<file path="src/rtl/dpad_matrix_editor.sv">
// LED-matrix pixel editor: d-pad moves a blinking cursor over a ROWS x COLS
// framebuffer, A/B set/clear pixels, clr_n sweeps the buffer clear.
module dpad_matrix_editor #(
  parameter int unsigned ROWS      = 8,
  parameter int unsigned COLS      = 8,
  parameter int unsigned SCAN_SH   = 13,
  parameter int unsigned BLINK_SH  = 21,
  parameter int unsigned DEB_CYC   = 65536,
  parameter int unsigned RPT_DLY   = 512,
  parameter int unsigned RPT_RATE  = 64,
  parameter int unsigned WRAP      = 1,
  parameter int unsigned INIT_DIAG = 1
) (
  input  logic                     clk,
  input  logic                     rst,
  input  logic [3:0]               btn,
  input  logic                     Abtn,
  input  logic                     Bbtn,
  input  logic                     clr_n,
  output logic [COLS-1:0]          col,
  output logic [ROWS-1:0]          row,
  output logic [$clog2(COLS)-1:0]  cur_x,
  output logic [$clog2(ROWS)-1:0]  cur_y,
  output logic                     busy
);

  localparam int unsigned RW    = $clog2(ROWS);
  localparam int unsigned CW    = $clog2(COLS);
  localparam int unsigned NIN   = 7;
  localparam int unsigned DW    = $clog2(DEB_CYC + 1);
  localparam int unsigned RMAX  = (RPT_DLY > RPT_RATE) ? RPT_DLY : RPT_RATE;
  localparam int unsigned RCW   = $clog2(RMAX + 1);
  localparam int unsigned CNT_W = ((SCAN_SH + RW) > (BLINK_SH + 1)) ? (SCAN_SH + RW) : (BLINK_SH + 1);

  typedef enum logic {S_IDLE, S_CLEAR} state_e;

  state_e           state_q, state_d;
  logic [NIN-1:0]   sync1_q, sync2_q;
  logic [NIN-1:0]   deb_q, deb_d;
  logic [DW-1:0]    deb_cnt_q [NIN];
  logic [DW-1:0]    deb_cnt_d [NIN];
  logic             clr_prev_q, clr_prev_d;
  logic [3:0]       dir_q, dir_d;
  logic [RCW-1:0]   rpt_cnt_q, rpt_cnt_d;
  logic             rpt_first_q, rpt_first_d;
  logic [CNT_W-1:0] scan_cnt_q, scan_cnt_d;
  logic [CW-1:0]    cur_x_q, cur_x_d;
  logic [RW-1:0]    cur_y_q, cur_y_d;
  logic [RW-1:0]    clr_row_q, clr_row_d;
  logic [COLS-1:0]  fb_q [ROWS];
  logic [COLS-1:0]  fb_d [ROWS];
  logic [COLS-1:0]  col_q, col_d;
  logic [ROWS-1:0]  row_q, row_d;
  logic             busy_q, busy_d;

  logic [NIN-1:0]   raw_c;
  logic [3:0]       press_c, dir_c;
  logic             tick_c, move_c, clr_fall_c;
  logic [RW-1:0]    s_c;
  logic             blink_c;

  assign raw_c = {clr_n, Bbtn, Abtn, btn};

  // Per-input stability counter: level flips after DEB_CYC differing samples in a row
  always_comb begin
    deb_d = deb_q;
    for (int unsigned i = 0; i < NIN; i++) begin
      deb_cnt_d[i] = '0;
      if (sync2_q[i] != deb_q[i]) begin
        if (deb_cnt_q[i] == DW'(DEB_CYC - 1)) deb_d[i] = sync2_q[i];
        else deb_cnt_d[i] = deb_cnt_q[i] + DW'(1);
      end
    end
  end

  assign press_c = ~deb_q[3:0];
  assign dir_c   = $onehot(press_c) ? press_c : 4'b0000;
  assign tick_c  = &scan_cnt_q[SCAN_SH-1:0];

  // Press edge moves once; a held direction repeats after RPT_DLY ticks, then every RPT_RATE
  always_comb begin
    dir_d       = dir_c;
    rpt_cnt_d   = rpt_cnt_q;
    rpt_first_d = rpt_first_q;
    move_c      = 1'b0;
    if (dir_c == 4'b0000) begin
      rpt_cnt_d   = '0;
      rpt_first_d = 1'b1;
    end else if (dir_c != dir_q) begin
      move_c      = 1'b1;
      rpt_cnt_d   = '0;
      rpt_first_d = 1'b1;
    end else if (tick_c) begin
      if ((32'(rpt_cnt_q) + 32'd1) == (rpt_first_q ? RPT_DLY : RPT_RATE)) begin
        move_c      = 1'b1;
        rpt_cnt_d   = '0;
        rpt_first_d = 1'b0;
      end else begin
        rpt_cnt_d = rpt_cnt_q + RCW'(1);
      end
    end
  end

  // Cursor update; edges wrap or clamp at COLS-1/ROWS-1
  always_comb begin
    cur_x_d = cur_x_q;
    cur_y_d = cur_y_q;
    if (move_c && (state_q == S_IDLE)) begin
      if (dir_c[3]) begin
        if (cur_x_q == CW'(COLS - 1)) cur_x_d = (WRAP != 0) ? '0 : cur_x_q;
        else cur_x_d = cur_x_q + CW'(1);
      end else if (dir_c[0]) begin
        if (cur_x_q == '0) cur_x_d = (WRAP != 0) ? CW'(COLS - 1) : '0;
        else cur_x_d = cur_x_q - CW'(1);
      end else if (dir_c[1]) begin
        if (cur_y_q == RW'(ROWS - 1)) cur_y_d = (WRAP != 0) ? '0 : cur_y_q;
        else cur_y_d = cur_y_q + RW'(1);
      end else if (dir_c[2]) begin
        if (cur_y_q == '0) cur_y_d = (WRAP != 0) ? RW'(ROWS - 1) : '0;
        else cur_y_d = cur_y_q - RW'(1);
      end
    end
  end

  assign clr_fall_c = clr_prev_q & ~deb_q[6];

  // IDLE edits at the post-move cursor (B beats A); CLEAR zeros one row per clock
  always_comb begin
    state_d    = state_q;
    clr_row_d  = clr_row_q;
    clr_prev_d = deb_q[6];
    fb_d       = fb_q;
    case (state_q)
      S_IDLE: begin
        if (!deb_q[5]) fb_d[cur_y_d][cur_x_d] = 1'b0;
        else if (!deb_q[4]) fb_d[cur_y_d][cur_x_d] = 1'b1;
        if (clr_fall_c) begin
          state_d   = S_CLEAR;
          clr_row_d = '0;
        end
      end
      S_CLEAR: begin
        fb_d[clr_row_q] = '0;
        if (clr_row_q == RW'(ROWS - 1)) state_d = S_IDLE;
        else clr_row_d = clr_row_q + RW'(1);
      end
      default: state_d = S_IDLE;
    endcase
    busy_d = (state_d == S_CLEAR);
  end

  assign s_c     = RW'(32'(scan_cnt_q[SCAN_SH +: RW]) % ROWS);
  assign blink_c = scan_cnt_q[BLINK_SH];

  // Row scan and column data; cursor pixel ORed in during the lit blink phase
  always_comb begin
    scan_cnt_d = scan_cnt_q + CNT_W'(1);
    row_d      = ~(ROWS'(1) << s_c);
    col_d      = fb_q[s_c];
    if (blink_c && (s_c == cur_y_q)) col_d[cur_x_q] = 1'b1;
  end

  always_ff @(posedge clk or negedge rst) begin
    if (!rst) begin
      state_q     <= S_IDLE;
      sync1_q     <= '1;
      sync2_q     <= '1;
      deb_q       <= '1;
      for (int unsigned i = 0; i < NIN; i++) deb_cnt_q[i] <= '0;
      clr_prev_q  <= 1'b1;
      dir_q       <= 4'b0000;
      rpt_cnt_q   <= '0;
      rpt_first_q <= 1'b1;
      scan_cnt_q  <= '0;
      cur_x_q     <= '0;
      cur_y_q     <= '0;
      clr_row_q   <= '0;
      for (int unsigned k = 0; k < ROWS; k++)
        fb_q[k] <= ((INIT_DIAG != 0) && (k < COLS)) ? (COLS'(1) << k) : '0;
      col_q       <= (INIT_DIAG != 0) ? COLS'(1) : '0;
      row_q       <= ~ROWS'(1);
      busy_q      <= 1'b0;
    end else begin
      state_q     <= state_d;
      sync1_q     <= raw_c;
      sync2_q     <= sync1_q;
      deb_q       <= deb_d;
      for (int unsigned i = 0; i < NIN; i++) deb_cnt_q[i] <= deb_cnt_d[i];
      clr_prev_q  <= clr_prev_d;
      dir_q       <= dir_d;
      rpt_cnt_q   <= rpt_cnt_d;
      rpt_first_q <= rpt_first_d;
      scan_cnt_q  <= scan_cnt_d;
      cur_x_q     <= cur_x_d;
      cur_y_q     <= cur_y_d;
      clr_row_q   <= clr_row_d;
      for (int unsigned k = 0; k < ROWS; k++) fb_q[k] <= fb_d[k];
      col_q       <= col_d;
      row_q       <= row_d;
      busy_q      <= busy_d;
    end
  end

  assign col   = col_q;
  assign row   = row_q;
  assign cur_x = cur_x_q;
  assign cur_y = cur_y_q;
  assign busy  = busy_q;

endmodule

</file>
<file path="config.mk">
export PLATFORM = sky130hd
export DESIGN_NAME = dpad_matrix_editor
export DESIGN_NICKNAME = d
export VERILOG_FILES = /design/src/rtl/dpad_matrix_editor.sv
export SDC_FILE = /design/constraint.sdc
export NUM_CORES = 1
export LEC_CHECK = 0
export CAP_MARGIN = 20
export CORE_ASPECT_RATIO = 1.5
export CORE_MARGIN = 2
export CORE_UTILIZATION = 47
export CTS_CLUSTER_SIZE = 10
export DETAILED_ROUTE_END_ITERATION = 16
export PLACE_DENSITY_LB_ADDON = 0.05
export SLEW_MARGIN = 40
export SYNTH_ARGS = -nofsm -noshare
export SYNTH_HDL_FRONTEND = slang
export SYNTH_SLANG_ARGS = --single-unit
</file>
<file path="constraint.sdc">
create_clock -name clk -period 6.8 [get_ports clk]
set_input_delay 1.36 -clock clk [delete_from_list [all_inputs] [get_ports clk]]
set_output_delay 1.36 -clock clk [all_outputs]
set_load 0.005 [all_outputs]
</file>
# --- Word level (Yosys, flattened, before mapping) ---
# Index checks and enable logic that the tools add are counted.
totals:
  reg_bits: 268
  latchBits: 0
  mem_bits_rw: 0
  mem_bits_ro: 0
  in_bits: 9
  out_inout_bits: 23
  word_cells: 183
  mem_count: 0
op_classes:
  add_sub_neg: 18
  mul: 0
  n_div: 0
  order_cmp: 9
  n_eq_ne: 24
  shifts: 1
  mux: 61
  bitwise: 14
  reduce_logical: 21
op_table:
  columns: ["operator", "n"]
  rows:
  - ["$mux 17", 14]
  - ["$and 64x64->64", 2]
  - ["$mux 64", 2]
  - ["$not 64->64", 2]
  - ["$pmux 64 s2", 1]
  - ["$add 17x1->17 const B", 7]
  - ["$eq 17x16->1 const B", 7]
  - ["$or 64x64->64", 1]
  - ["$mux 10", 5]
  - ["$demux 8 s3", 2]
  - ["$mux 3", 14]
  - ["$mux 8", 5]
  - ["$bmux 8 s3", 1]
  - ["$add 22x1->22 const B", 1]
  - ["$reduce_and 2->1", 9]
  - ["$reduce_and 13->1", 1]
  - ["$ge 4x4->1 const B", 3]
  - ["$mux 1", 12]
  - ["$not 3->4", 3]
  - ["$add 10x1->11 const B", 1]
  - ["$eq 11x10->1", 1]
  - ["$add 10x1->10 const B", 1]
  - ["$add 3x1->3 const B", 3]
  - ["$eq 3x3->1 const B", 3]
  - ["other kinds (26)", 47]

# --- Longest topological paths before layout ---
# Gate-level depths: netlist of the first run.
logic_depth:
  depth_word: 20
  depth_mapped: 16
  depth_no_buf: 14

# --- Least setup slack after synthesis of the first run ---
# OpenSTA, ideal clock, no wires.
synth_path:
  path_type: "register to register"
  start: "register deb_q[3]"
  end: "register (tool-made name)"
  setup_ps: 122
  t_arrival_ps: 4056
  required_ps: 6678
  slack_ps: 2623
  path_stages_with_launch: 15
  n_path_buf: 1
  synth_period_minus_slack_ps: 4177
  path_cell_list: "dfstp_2 fa_1 inv_1 ha_1 ha_1 or4b_1 clkbuf_1 xor2_1 o211ai_1 o21ai_2 mux2i_4 inv_2 nor3_2 nand2_1 a32o_1"
synth_lines:
  columns: ["item", "line_no", "text"]
  rows:
  - ["from (decl)", "39", "logic [NIN-1:0] deb_q, deb_d;"]
  - ["from (signal assigned)", "168", "deb_q <= '1;"]
  - ["from (signal assigned)", "187", "deb_q <= deb_d;"]

==> results of run 1 <==
through the flow:
stage / instance area, sq um / total power, mW / hold WS [ns] / instances / setup slack [ns]
after detailed placement: 13600 / 1.73 / 0.347 / 1556 / 1.86
final: 14500 / 3.19 / 0.354 / 1615 / 1.83
after floorplan: 12800 / 1.68 / 0.345 / 1205 / 2.62
after global routing: 14500 / 3.32 / 0.356 / 1615 / 1.42
after global placement: 13500 / 1.72 / 0.347 / 1556 / 1.93
after CTS: 14500 / 3.24 / 0.355 / 1613 / 1.82
synthesized netlist by cell type, types with 6 or more instances:
| cell type | n | share of area |
|---|---|---|
| clkbuf_1 | 25 | 0.0073 |
| nor2b_1 | 11 | 0.0054 |
| a221o_1 | 32 | 0.025 |
| mux2_2 | 7 | 0.0061 |
| nand4_1 | 20 | 0.0097 |
| inv_1 | 33 | 0.0096 |
| and3_1 | 62 | 0.030 |
| mux4_2 | 16 | 0.028 |
| dfrtp_1 | 229 | 0.45 |
| a21oi_1 | 13 | 0.0051 |
| nor2_1 | 178 | 0.052 |
| nand2_1 | 103 | 0.030 |
| and2_1 | 8 | 0.0039 |
| xnor2_1 | 66 | 0.045 |
| or2_2 | 6 | 0.0029 |
| o21ai_1 | 6 | 0.0023 |
| nor3_1 | 14 | 0.0055 |
| xor2_1 | 68 | 0.046 |
| nor3_2 | 7 | 0.0055 |
| dfstp_2 | 39 | 0.080 |
| a32o_1 | 16 | 0.012 |
| mux2i_1 | 11 | 0.0086 |
| nand3_1 | 70 | 0.027 |
| o21ai_0 | 40 | 0.016 |
| ha_1 | 21 | 0.020 |
| o211ai_1 | 14 | 0.0082 |
per-layer routing:
layer | vias up | track usage | share of wire | wire length [microns]
li1 | 4339 | - | - | -
met1 | 4401 | 0.252 | 0.44 | 12000
met4 | 0 | 0.0772 | 0.032 | 883
met2 | 182 | 0.345 | 0.50 | 13700
met3 | 69 | 0.0301 | 0.036 | 991
met5 | - | 0 | 0 | 0
kinds of logic (layout without fill, tap and decap cells):
group,Yosys count,count (layout)
and+or+nand+nor,514,514
muxes,35,35
xor gates and xnor gates,134,134
DFF,268,268
AOI/OAI and AO/OA,164,164
adders and majority gates,22,22
buffers and inverters,68,136
placed cells by master (no fill, tap or decap), types with 32 or more instances in the layout:
cell / count
dfrtp_1: 229
nor2_1: 178
nand2_1: 103
nand3_1: 70
xor2_1: 68
xnor2_1: 66
and3_1: 62
o21ai_0: 40
dfstp_2: 39
inv_1: 33
a221o_1: 32
final cells by class:
type	instances	area (sq um)	area share
clock buffer	56	880	0.0606
clock inverter	1	7.51	0.000518
tap	342	428	0.0295
multi-input combinational	869	5860	0.404
inverter	37	141	0.00975
sequential	268	6760	0.466
timing repair buffer	42	432	0.0298
power breakdown:
part / internal, mW / switching (mW) / total (mW)
sequential: 1.61 / 0.0118 / 1.63
combinational: 0.0194 / 0.0514 / 0.0708
clock: 0.860 / 0.634 / 1.49
how the worst max path moves through the flow:
| stage | start | endpoint | slack (ns) | cells past startpoint |
|---|---|---|---|---|
| after global routing | deb_q[0] | flop | 1.42 | 14 |
| after detailed placement | deb_q[0] | flop | 1.86 | 14 |
| after floorplan | deb_q[3] | flop | 2.62 | 14 |
| after global placement | deb_q[0] | flop | 1.93 | 13 |
| final | deb_q[0] | flop | 1.83 | 14 |
| after CTS | deb_q[0] | flop | 1.82 | 14 |
==> impl_results.md, run 1 <==
* Layout cell share with drive strength beyond 1 at 0.116
* Critical Path RT at 7.25 ns
* Largest net degree at the start of global routing at 137
* DR iter-0 viols at 548
* Synth Area in XOR/XNOR at 0.0914
* Synth Register Bits at 268
* Fillers at 2405
* Period minus WS final at 4.97 ns
* Peak supply drop at 0.215 mV
* Worst path arrival time at 5.42 ns
* Hold crit path type: reg2reg
* Fmax at 201 MHz
* Worst-path maximum fanout at 9
* Clock transition at path regs at 0.06 ns
* Initial Util at 0.475
* HP Start: sync1_q[6]
* DR pass1 iterations at 5
* Yosys warns at 0
* DIE HEIGHT at 206 microns
* Final Skew at 0.0121 ns
* Worst r2r src: deb_q[0]
* Die width at 139 microns
* H-tree level count at 1
* Syn nets at 1236
* Bufs on Longest Clock Path at 3
* Main flop type after synthesis: dfrtp_1
* CP dominant cell by count: ha_1
* WHS Endpoint: sync2_q[6]
* Routed via count at 8991
* Root cell of the clock tree: clkbuf_16
* Syn Std Cell Area at 12800 sq um
* Unrepaired setup endpoints after global routing: false
* Seq/Total Area, Yosys at 0.526
* Post-detailed-route wirelength per cell at 17.0 microns
* Critical path endpoint category: flop
* R2R cell count at 14
* Worst skew pair latency at 0.56 ns
* Mean Syn Cell Area at 10.7 sq um
* Total setup buffers inserted after CTS at 0
* Crit-path leading delay family: simple AND/OR/NAND/NOR gates
* Final period util at 0.730
* Residual DRC at 0
* GRT Overall Usage at 0.199
* Vias in the first global route at 9198
* Final HPWL from detailed placement at 18500 microns
* Slew @ Worst Pin at 0.768 ns
* Num Clock Sinks at 268
* Slew HR at 0.487
* Total power per unit cell area at 220 nW/um^2
* Post-Synth Simple-Gate Area at 0.198
* Total wire length at 27500 microns
* Initial antenna violation count at 0
* Setup TNS at 0 ns
* Crit-path cells: fa_1 -> inv_1 -> ha_1 -> ha_1 -> nor3b_1 -> nor2b_1 -> xnor2_1 -> o211ai_1 -> o21ai_2 -> mux2i_4 -> inv_2 -> nor3_2 -> nand2_1 -> a32o_1
* Post-layout util at 0.536
* Synthesis-to-finish area growth at 12.9%
* CP peak stage delay at 0.63 ns
* Row count at 74
* Asr flop ratio synth at 1.00
* DR vias/cell at 5.57
* Core area at 27000 sq um
* Maxcap violations at 0
* Buf+Inv Stages, Crit Path at 2
* Post-synth EDFFs at 0
* Cells after synthesis at 1205
* Final Hold Vio Count at 0
* Final Max Slew Viols at 0
* Worst path slowest cell: dfstp_2
* Largest family of logic cells by synthesized area: simple AND/OR/NAND/NOR gates
* Post-CTS sizing at 0
* I/O Buffers at 31
* Hold Path Depth at 0
* NumNets Final at 1280
* Detail Route Antenna Nets at 0
* CTS tree: built
* Antenna cells at 0
* Synth cell types at 75
* Post-synthesis compound-gate area fraction at 0.0980
* Crit Path Category: reg2reg
* Multiplexer area fraction after synthesis at 0.0445
* Critical path startpoint category: flop
* Die ar. at 28700 sq um
* Pleak at 6.27 nW
* Outcome: completed
* Routability cong. at 0.858
* Final setup violation count at 0
* Worst reg-to-reg setup slack at 1.83 ns
* Total gr overflow at 0
* I/O pins at 32
* TritonCTS Buffers at 31
* Global-route wire length before repair at 46900 microns
* Synth Area in Adders at 0.0220
* Cts-stage hold buffer count at 0
No activity file was read; power rests on OpenSTA's default activity.
==> run 2: changes to the inputs <==
clock period = 5.1 ns   (was 6.8 ns; I/O delays follow)
==> impl_results.md, run 2 (synthesis results as in run 1) <==
* HP Start: sync1_q[5]
* GRT Overall Usage at 0.199 (about the same)
* Cts-stage hold buffer count at 0 (unchanged)
* Layout Cell Area excl Fill at 14600 sq um (+0.48%)
* Bufs on Longest Clock Path at 3 (unchanged)
* Routability cong. at 0.817 (-4.7%)
* Worst skew pair latency at 0.57 ns (about the same)
* DIE HEIGHT at 206 microns (unchanged)
* NumNets Final at 1289 (+0.70%)
* Pleak at 6.33 nW (+0.84%)
* Fillers at 2455 (+2.1%)
* Critical Path RT at 5.53 ns (-1.72 ns)
* Largest net degree at the start of global routing at 81 (-41%)
* Num Clock Sinks at 268 (unchanged)
* Total gr overflow at 0 (unchanged)
* Final period util at 0.918 (+0.188)
* I/O pins at 32 (unchanged)
* Most common library cell in the layout ignoring fill and taps: dfrtp_1
* Critical path startpoint category: flop
* Fmax at 214 MHz (+6.0%)
* Layout cell share with drive strength beyond 1 at 0.122 (+0.00620)
* Die ar. at 28700 sq um (unchanged)
* Initial antenna violation count at 0 (unchanged)
* Worst path arrival time at 5.11 ns (-0.31 ns)
* Clock transition at path regs at 0.06 ns (about the same)
* Root cell of the clock tree: clkbuf_16
* DR vias/cell at 5.58 (+0.14%)
* Outcome: completed
* Slew @ Worst Pin at 0.729 ns (-0.0391 ns)
* Hold crit path type: reg2reg
* Post-CTS sizing at 0 (unchanged)
* Initial Util at 0.475 (unchanged)
* Die width at 139 microns (unchanged)
* Synthesis-to-finish area growth at 13.5%
* Core area at 27000 sq um (unchanged)
* Setup TNS at 0 ns (unchanged)
* Post-detailed-route wirelength per cell at 17.0 microns (about the same)
* Maxcap violations at 0 (unchanged)
* Residual DRC at 0 (unchanged)
* I/O Buffers at 31 (unchanged)
* Final Max Slew Viols at 0 (unchanged)
* Row count at 74 (unchanged)
* Worst-path maximum fanout at 9 (unchanged)
* Critical path endpoint category: flop
* Tot Pwr at 4.25 mW (+33%)
* Peak supply drop at 0.272 mV (+26%)
* Global-route wire length before repair at 46900 microns (about the same)
* Period minus WS final at 4.68 ns (-0.282 ns)
* CP startpoint: deb_q[0]
* DR iter-0 viols at 588 (+7.3%)
* Worst hold margin at 0.353 ns (-0.000736 ns)
* Unrepaired setup endpoints after global routing: false
* H-tree level count at 1 (unchanged)
* Final Hold Vio Count at 0 (unchanged)
* Final setup violation count at 0 (unchanged)
* Worst r2r src: deb_q[0]
* Leading cell types in the layout, fill and taps excluded: 229 x dfrtp_1, 178 x nor2_1, 103 x nand2_1
* Total power per unit cell area at 292 nW/um^2 (+33%)
* Final HPWL from detailed placement at 18800 microns (+1.2%)
* Total wire length at 27700 microns (+0.49%)
* CTS tree: built
* Vias in the first global route at 9064 (-1.5%)
* DR pass1 iterations at 5 (unchanged)
* Detail Route Antenna Nets at 0 (unchanged)
* Total setup buffers inserted after CTS at 0 (unchanged)
* Routed via count at 9054 (+0.70%)
* Final Skew at 0.0276 ns (+0.0155 ns)
* Crit Path Category: reg2reg
* Antenna cells at 0 (unchanged)
* Slew HR at 0.513 (+0.0261)
* TritonCTS Buffers at 30 (-3.2%)
* Placement Cell Area at 13700 sq um (+0.80%)
-- run 2: changes by cell type in the layout (fill, tap and decap cells not counted), sizes merged --
cell	delta
clkinvlp	-1
buf	+10
-- run 2: power by group --
part / internal, mW / total [mW] / leakage [nW] / switching (mW)
Clock: 1.14 / 1.99 / 0.418 / 0.844
Combinational: 0.0268 / 0.0959 / 2.33 / 0.0691
Sequential: 2.15 / 2.17 / 3.58 / 0.0157
-- run 2: final cells by class --
class	count	area (sq um)	share of cell area
clock buffer	56	880	0.0604
inverter	37	141	0.00970
multi-input combinational	869	5850	0.402
sequential	268	6760	0.464
tap	342	428	0.0294
timing repair buffer	52	515	0.0354
-- run 2: metal layers --
metal | track usage | part of all wire | vias up
li1 | - | - | 4369
met1 | 0.259 | 0.43 | 4492
met2 | 0.351 | 0.51 | 146
met3 | 0.0236 | 0.037 | 47
met4 | 0.0577 | 0.021 | 0
met5 | 0 | 0 | -
-- run 2: per-stage QoR --
step,std cells,util,setup slack [ns]
after floorplan,1205,-,0.923
after global placement,1566,0.504,0.415
after detailed placement,1567,0.506,0.450
after CTS,1623,0.539,0.454
after global routing,1624,0.539,0.130
final,1624,0.539,0.417
-- run 2: worst paths after layout --
path                                 end  slack (ns)  depth (start not counted)
setup / recovery                    flop        0.42                         14
hold / removal                sync2_q[5]        0.35                          0
setup reg to reg                    flop        0.42                         14
hold reg to reg               sync2_q[5]        0.35                          0
max in group asynchronous       deb_q[5]        3.96                          2
min in group asynchronous  deb_cnt_q[88]        0.36                          1
-- run 2: worst max-delay path: stages (launching register included) --
cell and delay (ns):
dfstp_2 0.64, fa_1 0.42, inv_1 0.06, ha_1 0.13, ha_1 0.28, nor4b_2 0.49, mux2i_1 0.14, nor3b_1 0.28
o211ai_1 0.29, o21ai_2 0.33, mux2i_4 0.48, inv_2 0.17, nor3_2 0.45, nand2_1 0.11, a32o_1 0.28
==> run 3: changes to the inputs <==
CORE_MARGIN = 5   (was 2)
clock period = 3.9 ns   (was 5.1 ns; I/O delays follow)
==> impl_results.md, run 3 (synthesis results as in run 1) <==
* Residual DRC at 0 (unchanged)
* GRT Overall Usage at 0.194 (-0.00507)
* Worst path arrival time at 4.29 ns (-0.82 ns)
* Outcome: completed
* Routed via count at 9524 (+5.2%)
* Combinational share of power at 0.023 (about the same)
* Leading cell types in the layout, fill and taps excluded: 228 x dfrtp_1, 173 x nor2_1, 102 x nand2_1
* Antenna cells at 0 (unchanged)
* Final Max Slew Viols at 0 (unchanged)
* Worst path slowest cell: dfstp_2
* CTS tree: built
* Switching share of power at 0.216 (-0.00238)
* Initial antenna violation count at 0 (unchanged)
* Bufs on Longest Clock Path at 3 (unchanged)
* Slew HR at 0.529 (+0.0161)
* Initial Util at 0.474 (-0.00162)
* DR vias/cell at 5.60 (+0.49%)
* Slew @ Worst Pin at 0.706 ns (-0.0230 ns)
* Crit-path leading delay family: simple AND/OR/NAND/NOR gates
* Crit Path Category: reg2reg
* Hold crit path type: in2async
* Final Skew at 0.0425 ns (+0.0149 ns)
* Unrepaired setup endpoints after global routing: true
* Fmax at 261 MHz (+22%)
* TritonCTS Buffers at 31 (+3.3%)
* DIE HEIGHT at 212 microns (+2.9%)
* Largest net degree at the start of global routing at 95 (+17%)
* Die width at 145 microns (+4.3%)
* Layout cell share with drive strength beyond 1 at 0.199 (+0.0764)
* NumNets Final at 1366 (+6.0%)
* DR iter-0 viols at 495 (-16%)
* Period minus WS final at 3.84 ns (-0.845 ns)
* CP peak stage delay at 0.54 ns (-0.10 ns)
* I/O Buffers at 31 (unchanged)
* Total power per unit cell area at 360 nW/um^2 (+23%)
* Worst-path maximum fanout at 6 (-3)
* Placement Cell Area at 14200 sq um (+4.0%)
* Switching power total at 1.22 mW (+31%)
* Sequential power share at 0.504 (-0.006)
* Routability cong. at 0.832 (+1.9%)
* Tot Pwr at 5.63 mW (+32%)
* Final setup violation count at 0 (unchanged)
* Clock power frac at 0.473 (+0.006)
* Vias in the first global route at 9691 (+6.9%)
* Total gr overflow at 0 (unchanged)
* Final period util at 0.984 (+0.0659)
* Global-route wire length before repair at 49600 microns (+5.7%)
* Int Power at 4.41 mW (+33%)
* DR pass1 iterations at 5 (unchanged)
* Detail Route Antenna Nets at 0 (unchanged)
* Row count at 74 (unchanged)
* I/O pins at 32 (unchanged)
* Final Hold Vio Count at 0 (unchanged)
* Core area at 27100 sq um (+0.34%)
* Clock transition at path regs at 0.06 ns (about the same)
* Total wire length at 30200 microns (+9.0%)
* H-tree level count at 1 (unchanged)
* Peak supply drop at 0.360 mV (+32%)
* Crit-path cells: fa_1 -> inv_1 -> ha_2 -> ha_4 -> or4b_4 -> xor2_2 -> o211ai_1 -> buf_4 -> o21ai_4 -> buf_6 -> o22ai_4 -> inv_4 -> buf_6 -> buf_4 -> nor3_4 -> nand2_1 -> a32o_1
* Critical path endpoint category: flop
* Post-detailed-route wirelength per cell at 17.7 microns (+4.2%)
* Worst skew pair latency at 0.58 ns (about the same)
* Num Clock Sinks at 268 (unchanged)
* Synthesis-to-finish area growth at 21.6%
* Critical Path RT at 4.36 ns (-1.17 ns)
* Root cell of the clock tree: clkbuf_16
* Final HPWL from detailed placement at 20400 microns (+8.6%)
* Critical path startpoint category: flop
* Setup TNS at 0 ns (unchanged)
* Die ar. at 30800 sq um (+7.3%)
* Maxcap violations at 0 (unchanged)
* Buf+Inv Stages, Crit Path at 6 (+4)
* Most common library cell in the layout ignoring fill and taps: dfrtp_1
* Pleak at 6.82 nW (+7.9%)
* Layout Cell Area excl Fill at 15600 sq um (+7.2%)
* Cts-stage hold buffer count at 0 (unchanged)
run 3: cell count changes in the layout (fill, tap and decap cells not counted), sizes merged:
cell    before  now
clkinv       0    1
clkbuf      56   55
buf         22   96
inv         37   38
bufinv       0    1
run 3: worst register-to-register path, cell delays in order (launching register included):
cell	delay, ns
dfstp_2	0.54
fa_1	0.42
inv_1	0.08
ha_2	0.18
ha_4	0.22
or4b_4	0.50
xor2_2	0.17
o211ai_1	0.13
buf_4	0.20
o21ai_4	0.08
buf_6	0.13
o22ai_4	0.14
inv_4	0.08
buf_6	0.13
buf_4	0.13
nor3_4	0.31
nand2_1	0.09
a32o_1	0.22
run 3: power by group through the flow:
stage	logic, mW	registers (mW)	clock network, mW
after detailed placement	0.132	2.88	0
after global routing	0.154	2.84	2.86
after floorplan	0.0464	2.88	0
final	0.129	2.83	2.66
after CTS	0.133	2.83	2.76
after global placement	0.131	2.88	0
run 3: timing repair:
item | CTS | global route
setup buffers | 5 | 9
gates cloned | 0 | 3
endpoints found under the setup margin | 57 | 67
resized for setup | 18 | 58
pin swaps | 10 | 28
run 3: final timing paths:
kind / slack [ns] / depth (start not counted) / endpoint / start
min in group clk: 0.35 / 0 / sync2_q[4] / sync1_q[4]
min reg2reg: 0.35 / 0 / sync2_q[4] / sync1_q[4]
max reg2reg: 0.06 / 17 / flop / deb_q[0]
max: 0.06 / 17 / flop / deb_q[0]
max in group asynchronous: 2.76 / 3 / async pin / rst
min: 0.07 / 1 / deb_cnt_q[70] / rst
run 3: layout make-up:
type,instances,area (sq um)
fillers,2330,11500
flip-flops and latches,268,6760
multi-input cells,869,6100
repair buffers,128,1270
clock buffers,53,868
well taps,342,428
inverters,37,151
clock inverters,3,43.8
run 3: metrics by stage:
step,setup WS (ns),utilization,cells,hold WS [ns]
3_5_place_dp,-0.227,0.525,1627,0.347
2_1_floorplan,-0.167,-,1205,0.345
5_1_grt,-0.105,0.576,1700,0.0569
4_1_cts,-0.00205,0.563,1688,0.268
6_report,0.0613,0.576,1700,0.0730
3_3_place_gp,-0.157,0.524,1627,0.346
run 3: routing by layer:
layer  part of all wire  GRT usage  vias to the layer above
li1                   -          -                     4522
met1               0.42      0.238                     4744
met2               0.51      0.350                      204
met3              0.036     0.0290                       54
met4              0.027     0.0624                        0
met5                  0          0                        -
